===== src/rtl/rf_pkg.sv =====
// Shared types and constants for the register-file write-port arbiter.
package rf_pkg;

    localparam int DATA_W = 19;
    localparam int ADDR_W = 4;

    // r15 is the PC; the register file never accepts a write to it
    localparam logic [ADDR_W-1:0] PC_REG = 4'd15;

    typedef struct packed {
        logic [ADDR_W-1:0] wa;
        logic [DATA_W-1:0] wd;
    } rf_wr_t;

endpackage


===== src/rtl/rf_wr_fifo.sv =====
// Small synchronous FIFO of pending long-latency register writes.
module rf_wr_fifo
    import rf_pkg::*;
#(
    parameter int DEPTH = 2
) (
    input  logic                       clk,
    input  logic                       rst_n,
    input  logic                       push,
    input  rf_wr_t                     din,
    input  logic                       pop,
    output rf_wr_t                     dout,
    output logic                       full,
    output logic                       empty,
    output logic [$clog2(DEPTH+1)-1:0] count
);

    localparam int PTR_W = $clog2(DEPTH);
    localparam int CNT_W = $clog2(DEPTH + 1);

    rf_wr_t            mem [DEPTH];
    logic [PTR_W-1:0]  rd_ptr;
    logic [PTR_W-1:0]  wr_ptr;
    logic [CNT_W-1:0]  cnt;
    logic              do_push;
    logic              do_pop;

    assign full    = (cnt == CNT_W'(DEPTH));
    assign empty   = (cnt == '0);
    assign count   = cnt;
    assign dout    = mem[rd_ptr];
    // A full FIFO refuses a push even when it pops in the same cycle
    assign do_push = push && !full;
    assign do_pop  = pop && !empty;

    always_ff @(posedge clk or negedge rst_n) begin
        if (!rst_n) begin
            rd_ptr <= '0;
            wr_ptr <= '0;
            cnt    <= '0;
        end else begin
            if (do_push) wr_ptr <= wr_ptr + PTR_W'(1);
            if (do_pop)  rd_ptr <= rd_ptr + PTR_W'(1);
            case ({do_push, do_pop})
                2'b10:   cnt <= cnt + CNT_W'(1);
                2'b01:   cnt <= cnt - CNT_W'(1);
                default: cnt <= cnt;
            endcase
        end
    end

    always_ff @(posedge clk) begin
        if (do_push) mem[wr_ptr] <= din;
    end

endmodule


===== src/rtl/rf_write_arbiter.sv =====
// Arbitrates the single register-file write port between writeback and a
// long-latency unit, with an in-flight scoreboard and starvation guard.
module rf_write_arbiter
    import rf_pkg::*;
#(
    parameter int DATA_W     = rf_pkg::DATA_W,
    parameter int ADDR_W     = rf_pkg::ADDR_W,
    parameter int DEPTH      = 2,
    parameter int STARVE_MAX = 4
) (
    input  logic              clk,
    input  logic              rst_n,
    input  logic              wb_we,
    input  logic [ADDR_W-1:0] wb_wa,
    input  logic [DATA_W-1:0] wb_wd,
    input  logic              lu_valid,
    output logic              lu_ready,
    input  logic [ADDR_W-1:0] lu_wa,
    input  logic [DATA_W-1:0] lu_wd,
    input  logic              issue_valid,
    input  logic [ADDR_W-1:0] issue_wa,
    input  logic [ADDR_W-1:0] ra1,
    input  logic [ADDR_W-1:0] ra2,
    output logic              dec_stall,
    output logic              wb_hold,
    output logic              rf_we,
    output logic [ADDR_W-1:0] rf_wa,
    output logic [DATA_W-1:0] rf_wd,
    output logic              wr_err
);

    localparam int NREG  = 1 << ADDR_W;
    localparam int SW    = $clog2(STARVE_MAX + 1);
    localparam int CNT_W = $clog2(DEPTH + 1);
    localparam logic [SW-1:0] STARVE_LIM = SW'(STARVE_MAX - 1);

    rf_wr_t            lu_entry;
    rf_wr_t            head;
    logic              full;
    logic              empty;
    logic [CNT_W-1:0]  count;
    logic              push;
    logic              pop;
    logic              wb_pc;
    logic              head_pc;
    logic              wb_sel;
    logic              waiting;
    logic [NREG-1:0]   pending;
    logic [NREG-1:0]   pending_nxt;
    logic [SW-1:0]     starve_cnt;
    logic [SW-1:0]     starve_nxt;
    logic              hold_nxt;

    assign lu_entry.wa = lu_wa;
    assign lu_entry.wd = lu_wd;

    assign lu_ready = !full;
    assign push     = lu_valid && !full;

    rf_wr_fifo #(.DEPTH(DEPTH)) u_fifo (
        .clk   (clk),
        .rst_n (rst_n),
        .push  (push),
        .din   (lu_entry),
        .pop   (pop),
        .dout  (head),
        .full  (full),
        .empty (empty),
        .count (count)
    );

    assign wb_pc   = (wb_wa == PC_REG);
    assign head_pc = (head.wa == PC_REG);
    // Writeback cannot be stalled, so it always wins; a head aimed at r15 still drains
    assign wb_sel  = wb_we && !wb_pc;
    assign pop     = !wb_sel && !empty;

    always_comb begin
        rf_we = 1'b0;
        rf_wa = wb_wa;
        rf_wd = wb_wd;
        if (wb_sel) begin
            rf_we = 1'b1;
        end else if (pop) begin
            rf_wa = head.wa;
            rf_wd = head.wd;
            rf_we = !head_pc;
        end
        if (!rst_n) rf_we = 1'b0;
    end

    // Last term catches a second long-latency op to a register already in flight
    assign dec_stall = pending[ra1] | pending[ra2] | (issue_valid & pending[issue_wa]);

    always_comb begin
        pending_nxt = pending;
        if (pop) pending_nxt[head.wa] = 1'b0;
        if (issue_valid && (issue_wa != PC_REG)) pending_nxt[issue_wa] = 1'b1;
    end

    // Counter saturates so a writeback that ignores wb_hold re-triggers it next cycle
    assign waiting = (count != '0) && !pop;

    always_comb begin
        starve_nxt = starve_cnt;
        if (pop)
            starve_nxt = '0;
        else if (waiting && (starve_cnt < STARVE_LIM))
            starve_nxt = starve_cnt + SW'(1);
    end

    assign hold_nxt = waiting && (starve_nxt == STARVE_LIM);

    always_ff @(posedge clk or negedge rst_n) begin
        if (!rst_n) begin
            pending    <= '0;
            starve_cnt <= '0;
            wb_hold    <= 1'b0;
            wr_err     <= 1'b0;
        end else begin
            pending    <= pending_nxt;
            starve_cnt <= starve_nxt;
            wb_hold    <= hold_nxt;
            wr_err     <= wr_err | (wb_we && wb_pc) | (pop && head_pc);
        end
    end

endmodule


===== config.mk =====
export PLATFORM = sky130hd
export DESIGN_NAME = rf_write_arbiter
export DESIGN_NICKNAME = d
export VERILOG_FILES = /design/src/rtl/rf_pkg.sv /design/src/rtl/rf_wr_fifo.sv /design/src/rtl/rf_write_arbiter.sv
export SDC_FILE = /design/constraint.sdc
export NUM_CORES = 1
export LEC_CHECK = 0
export ABC_AREA = 1
export CELL_PAD_IN_SITES_DETAIL_PLACEMENT = 1
export CELL_PAD_IN_SITES_GLOBAL_PLACEMENT = 2
export CORE_AREA = 2 2 87 122
export DETAILED_ROUTE_END_ITERATION = 7
export DIE_AREA = 0 0 89 124
export DONT_BUFFER_PORTS = 1
export GPL_TIMING_DRIVEN = 0
export PLACE_DENSITY = 0.83
export SLEW_MARGIN = 20
export SYNTH_ARGS = -nofsm -noshare
export SYNTH_HDL_FRONTEND = slang
export SYNTH_HIERARCHICAL = 1
export SYNTH_SLANG_ARGS = --single-unit

===== constraint.sdc =====
create_clock -name clk -period 4.7 [get_ports clk]
set_input_delay 0.94 -clock clk [delete_from_list [all_inputs] [get_ports clk]]
set_output_delay 0.94 -clock clk [all_outputs]
set_load 0.05 [all_outputs]

Word-level counts from Yosys, hierarchy flattened

Memory sizes are Yosys's and may differ from the RTL's.
Cells that the tools add are included.

Add/subtract/negate cells: 5
$lt $le $gt $ge: 7
Equal/unequal tests: 7
Mux-type cells: 24
Bitwise gates (word level): 8
Reductions and logical operators: 22

Operators by type and width:

| kind                                                                   | number |
|---|---|
| 19-bit 2-to-1 mux                                                      | 2 |
| 16-bit 2-to-1 mux                                                      | 2 |
| 4-bit by 5-bit < comparator with 1-bit output (second input constant)  | 4 |
| 16-bit AND                                                             | 1 |
| 16-bit NOT                                                             | 1 |
| 16-bit bitwise OR                                                      | 1 |
| 1-bit logical AND                                                      | 13 |
| 1-bit binary-select mux with 4-bit select                              | 3 |
| 1-bit 2-to-1 mux                                                       | 10 |
| 1-bit demux with 4-bit select                                          | 2 |
| 4-bit == test (second input constant)                                  | 2 |
| 4-bit by 1-bit >= comparator with 1-bit output (second input constant) | 2 |
| 4-bit 2-to-1 mux                                                       | 2 |
| 1-bit logical NOT                                                      | 6 |
| 3-bit 2-to-1 mux                                                       | 2 |
| 2-bit == test (second input constant)                                  | 2 |
| 4-bit inequality test (second input constant)                          | 1 |
| 1-bit bitwise OR                                                       | 4 |
| 2-bit case mux with 2 select lines                                     | 1 |
| 2-bit nonzero test                                                     | 2 |
| 3-bit by 1-bit adder with 3-bit output (second input constant)         | 1 |
| 3-bit by 2-bit == test with 1-bit output (second input constant)       | 1 |
| 3-bit by 2-bit < comparator with 1-bit output (second input constant)  | 1 |
| 1-bit adder (second input constant)                                    | 2 |
| other kinds (5)                                                        | 5 |

Flip-flop bits (word level): 25
RAM bits: 46
Bits of input ports: 63
Output and inout port bits: 28
Logic and storage cells: 81
Memories kept: 1

Memory list:

| memory     | depth | width | read ports | clocked after memory_dff | write ports | line             | source |
|---|---|---|---|---|---|---|---|
| u_fifo.mem | 2     | 23    | 1          | 0                        | 1           | rf_wr_fifo.sv:21 | `rf_wr_t mem [DEPTH];` |

Logic depth before layout (Yosys ltp)

Word-level depth: 12
Mapped depth: 15
Gate-level depth less buffers: 14

Cells and area by module

The synthesis kept the hierarchy.

Modules (own cells, without submodules):

| module           | instances | cells each | area an instance (um^2) | sequential area each (um^2) |
|---|---|---|---|---|
| rf_wr_fifo       | 1         | 153        | 1935.6                  | 1481.4 |
| rf_write_arbiter | 1         | 321        | 1844.3                  | 525.5 |

Least setup slack after synthesis

No wires, ideal clock.

Path kind: input-to-output
Start: input wb_wa[0]
End: output rf_wa[0]
Data arrival time: 2.527 ns
Required time: 3.760 ns
Setup slack: 1.233 ns
Cell stages on the path: 5
Buffers on the path: 1
Cells stage by stage: nand2_1 -> o21ai_2 -> nand2_2 -> buf_2 -> o21ai_0

Longest elaborated chain between the ends: 7

Ends and longest elaborated chain:

| item               | line                   | source |
|---|---|---|
| from (decl)        | rf_write_arbiter.sv:14 | `input logic [ADDR_W-1:0] wb_wa,` |
| 4-bit == test      | rf_write_arbiter.sv:72 | `assign wb_pc = (wb_wa == PC_REG);` |
| 1-bit logical NOT  | rf_write_arbiter.sv:75 | `assign wb_sel = wb_we && !wb_pc;` |
| 1-bit logical AND  | rf_write_arbiter.sv:75 |  |
| 1-bit logical NOT  | rf_write_arbiter.sv:76 | `assign pop = !wb_sel && !empty;` |
| 1-bit logical AND  | rf_write_arbiter.sv:76 |  |
| 4-bit 2-to-1 mux   | rf_write_arbiter.sv:84 | `end else if (pop) begin` |
| 4-bit 2-to-1 mux * | rf_write_arbiter.sv:82 | `if (wb_sel) begin` |
| to (decl)          | rf_write_arbiter.sv:27 | `output logic [ADDR_W-1:0] rf_wa,` |

Every way passes the cells marked *; elsewhere a longest branch is shown, timed or not.

==> reports/results.ini <==
[synth]
synth_seq_cells = 71
syn_nets = 539
yosysWarningCount = 6
synth-seq-area-share = 0.5310
synthCells = 474
avgSynthCellArea_um2 = 7.974
syn_area_mm2 = 0.003780
ys_types = 25

[cts]
cts_tree = built
clk_latency_ps = 330
cts-root-buf = clkbuf_16
h-tree-depth = 3
cts_made_buffers = 9
post_cts_buffers = 0
cts_max_path_buffers = 2
path_clk_slew_ps = 50
cts_resized = 0
cts.sinks = 71
ctsHoldBuffers = 0

[placement]
dpl.hpwl_mm = 7.767
numPortBuffers = 0
gp_congestion = 0.8567

[sta]
whs_ps = 298.5
fin_worst_skew_ps = 6.278
period_needed_ps = 3243
finalCritPeriodShare = 0.6900
hold_viol = 0
setup_violations = 0
worstMarginPinSlew_ps = 1049
max_freq_mhz = 308.3
slew_headroom = 0.2994
maxSlewViolCount = 0
setup_tns_ps = 0
grt_setup_unrepaired = false

[status]
status = finished, final reports clean

[critical_path]
path_buf_inv = 3
worstReg2RegEnd = u_fifo/count[1]$_DFFE_PN0P_
path_max_fanout = 10
path_common_cell = nand2_1
end_kind = output pin
crit_chain = buf_6 -> buf_4 -> nand2_1 -> nand2_1 -> nand2_1 -> inv_1 -> nand2_1 -> nand2_1 -> a21boi_1
slowest_stage = a21boi_1
critPathTopFamily = compound AO/OA/AOI/OAI gates
slowest_delay_ps = 780
crit_type = reg -> out
setup.worst_path.start_class = register
cp.required_ps = 3760
arrival_ps = 2300
rrSetupSlack_ps = 2670
r2r_start = u_fifo/count[0]$_DFFE_PN0P_
worst-r2r-cell-count = 14

[global_routing]
grt_pass1_wl_mm = 16.24
overflow = 0
grt_max_degree = 27
first_global_vias = 3421
antenna_found_initial = 0
grt.total_usage = 0.2002

[floorplanning]
start_util = 0.3818
die_x_um = 89
coreArea_mm2 = 0.009899
ios = 91
die-area_mm2 = 0.01104
die_h_um = 124
rows = 43

[min_path]
hold_class = in -> async

[finish]
multi_input_area_mm2 = 0.001493
antenna_cells = 0
seqCellArea_mm2 = 0.002007
drive_gt1_frac = 0.08776
final_cell_mix = 232 x nand2_1, 46 x edfxtp_1, 39 x nand3_1
fin_nets = 550
final_util = 0.4304
final_common_cell = nand2_1
area_delta_synth_final_pct = 12.71
nFillCells = 1249

[route]
antenna_left = 0
via_count = 3112
viasPerCell = 4.979
wirelength_mm = 10.13
wl_per_cell_um = 16.21
drc = 0
drtIter0Drc = 96
firstDrtPassIters = 4

[power]
powerDensity_mw_per_mm2 = 710.7
vdd.ir_drop.worst_v = 0.0004024
p_leak_nw = 1.972

[run]
maxCapViolations = 0

==> worst max path at each step <==
stage	cells past startpoint	startpoint	endpoint	slack (ps)
final	9	u_fifo/rd_ptr$_DFFE_PN0P_	rf_we	1460
after floorplan	5	wb_wa[0]	rf_wa[0]	1230
after CTS	9	u_fifo/rd_ptr$_DFFE_PN0P_	rf_we	1410
after global routing	9	u_fifo/rd_ptr$_DFFE_PN0P_	rf_we	1310
after detailed placement	5	wb_wa[0]	rf_wa[0]	1450
after global placement	5	wb_wa[0]	rf_wa[3]	1080
==> final cells by class <==
cell class	instances	area share
flip-flops and latches	71	0.4711
multi-input cells	346	0.3504
clock buffers	14	0.05727
well taps	135	0.03965
inverters	42	0.03759
plain buffers	15	0.02996
clock inverters	2	0.01410
==> state kept, by name (all words and copies together), names as in the netlist <==
signal and flops:
u_fifo/mem 46, wr_err 1, u_fifo/wr_ptr 1, wb_hold 1
pending 16, starve_cnt 3, u_fifo/rd_ptr 1, u_fifo/count 2
==> metrics by stage <==
| stage | power, W | setup slack (ps) | area [um2] | cells |
|---|---|---|---|---|
| floorplan | 0.002046 | 1233 | 3780 | 474 |
| global placement | 0.002306 | 1080 | 3949 | 609 |
| detailed placement | 0.002361 | 1450 | 3956 | 609 |
| CTS | 0.003071 | 1405 | 4260 | 625 |
| global route | 0.003243 | 1313 | 4260 | 625 |
| finish | 0.003028 | 1457 | 4260 | 625 |
==> power by group <==
part,switching (W),internal [W],total (W)
combinational,0.000953,0.000313,0.00127
clock,0.000231,0.000465,0.000696
sequential,0.000183,0.000883,0.00107
total,0.00137,0.00166,0.00303
==> per-layer routing <==
| layer | global-route usage | routed length (um) | part of all wire |
|---|---|---|---|
| met1 | 0.1783 | 3491 | 0.34 |
| met2 | 0.3965 | 5779 | 0.57 |
| met3 | 0.04639 | 384 | 0.038 |
| met4 | 0.1091 | 478 | 0.047 |
| met5 | 0 | 0 | 0 |
==> cells in the mapped netlist <==
cell type | count | share of area
o21a_1 | 1 | 0.0020
a21oi_1 | 2 | 0.0026
ha_1 | 2 | 0.0066
buf_4 | 6 | 0.012
nand3_1 | 39 | 0.052
inv_1 | 36 | 0.036
o21ai_2 | 3 | 0.0070
xnor2_1 | 1 | 0.0023
nand4_1 | 5 | 0.0083
inv_2 | 5 | 0.0050
nor2_1 | 17 | 0.017
nor2_4 | 1 | 0.0030
edfxtp_1 | 46 | 0.37
a21boi_0 | 1 | 0.0020
nand4_2 | 1 | 0.0033
o21ai_0 | 34 | 0.045
nor2_2 | 1 | 0.0017
nand2_2 | 4 | 0.0066
buf_6 | 6 | 0.018
inv_4 | 1 | 0.0017
o21ai_1 | 1 | 0.0013
o2111ai_1 | 1 | 0.0023
buf_2 | 3 | 0.0040
dfrtp_1 | 25 | 0.17
nand2_1 | 232 | 0.23
==> logic make-up (layout without fill, tap and decap cells) <==
kind of cell,count (synthesis),count (layout),synth area share
buffers and inverters,57,73,0.07613
DFF,71,71,0.5309
AOI/OAI and AO/OA,43,43,0.06223
adders and majority gates,2,2,0.006619
xor gates and xnor gates,1,1,0.002318
and+or+nand+nor,300,300,0.3217
No activity file was read; power rests on OpenSTA's default activity.
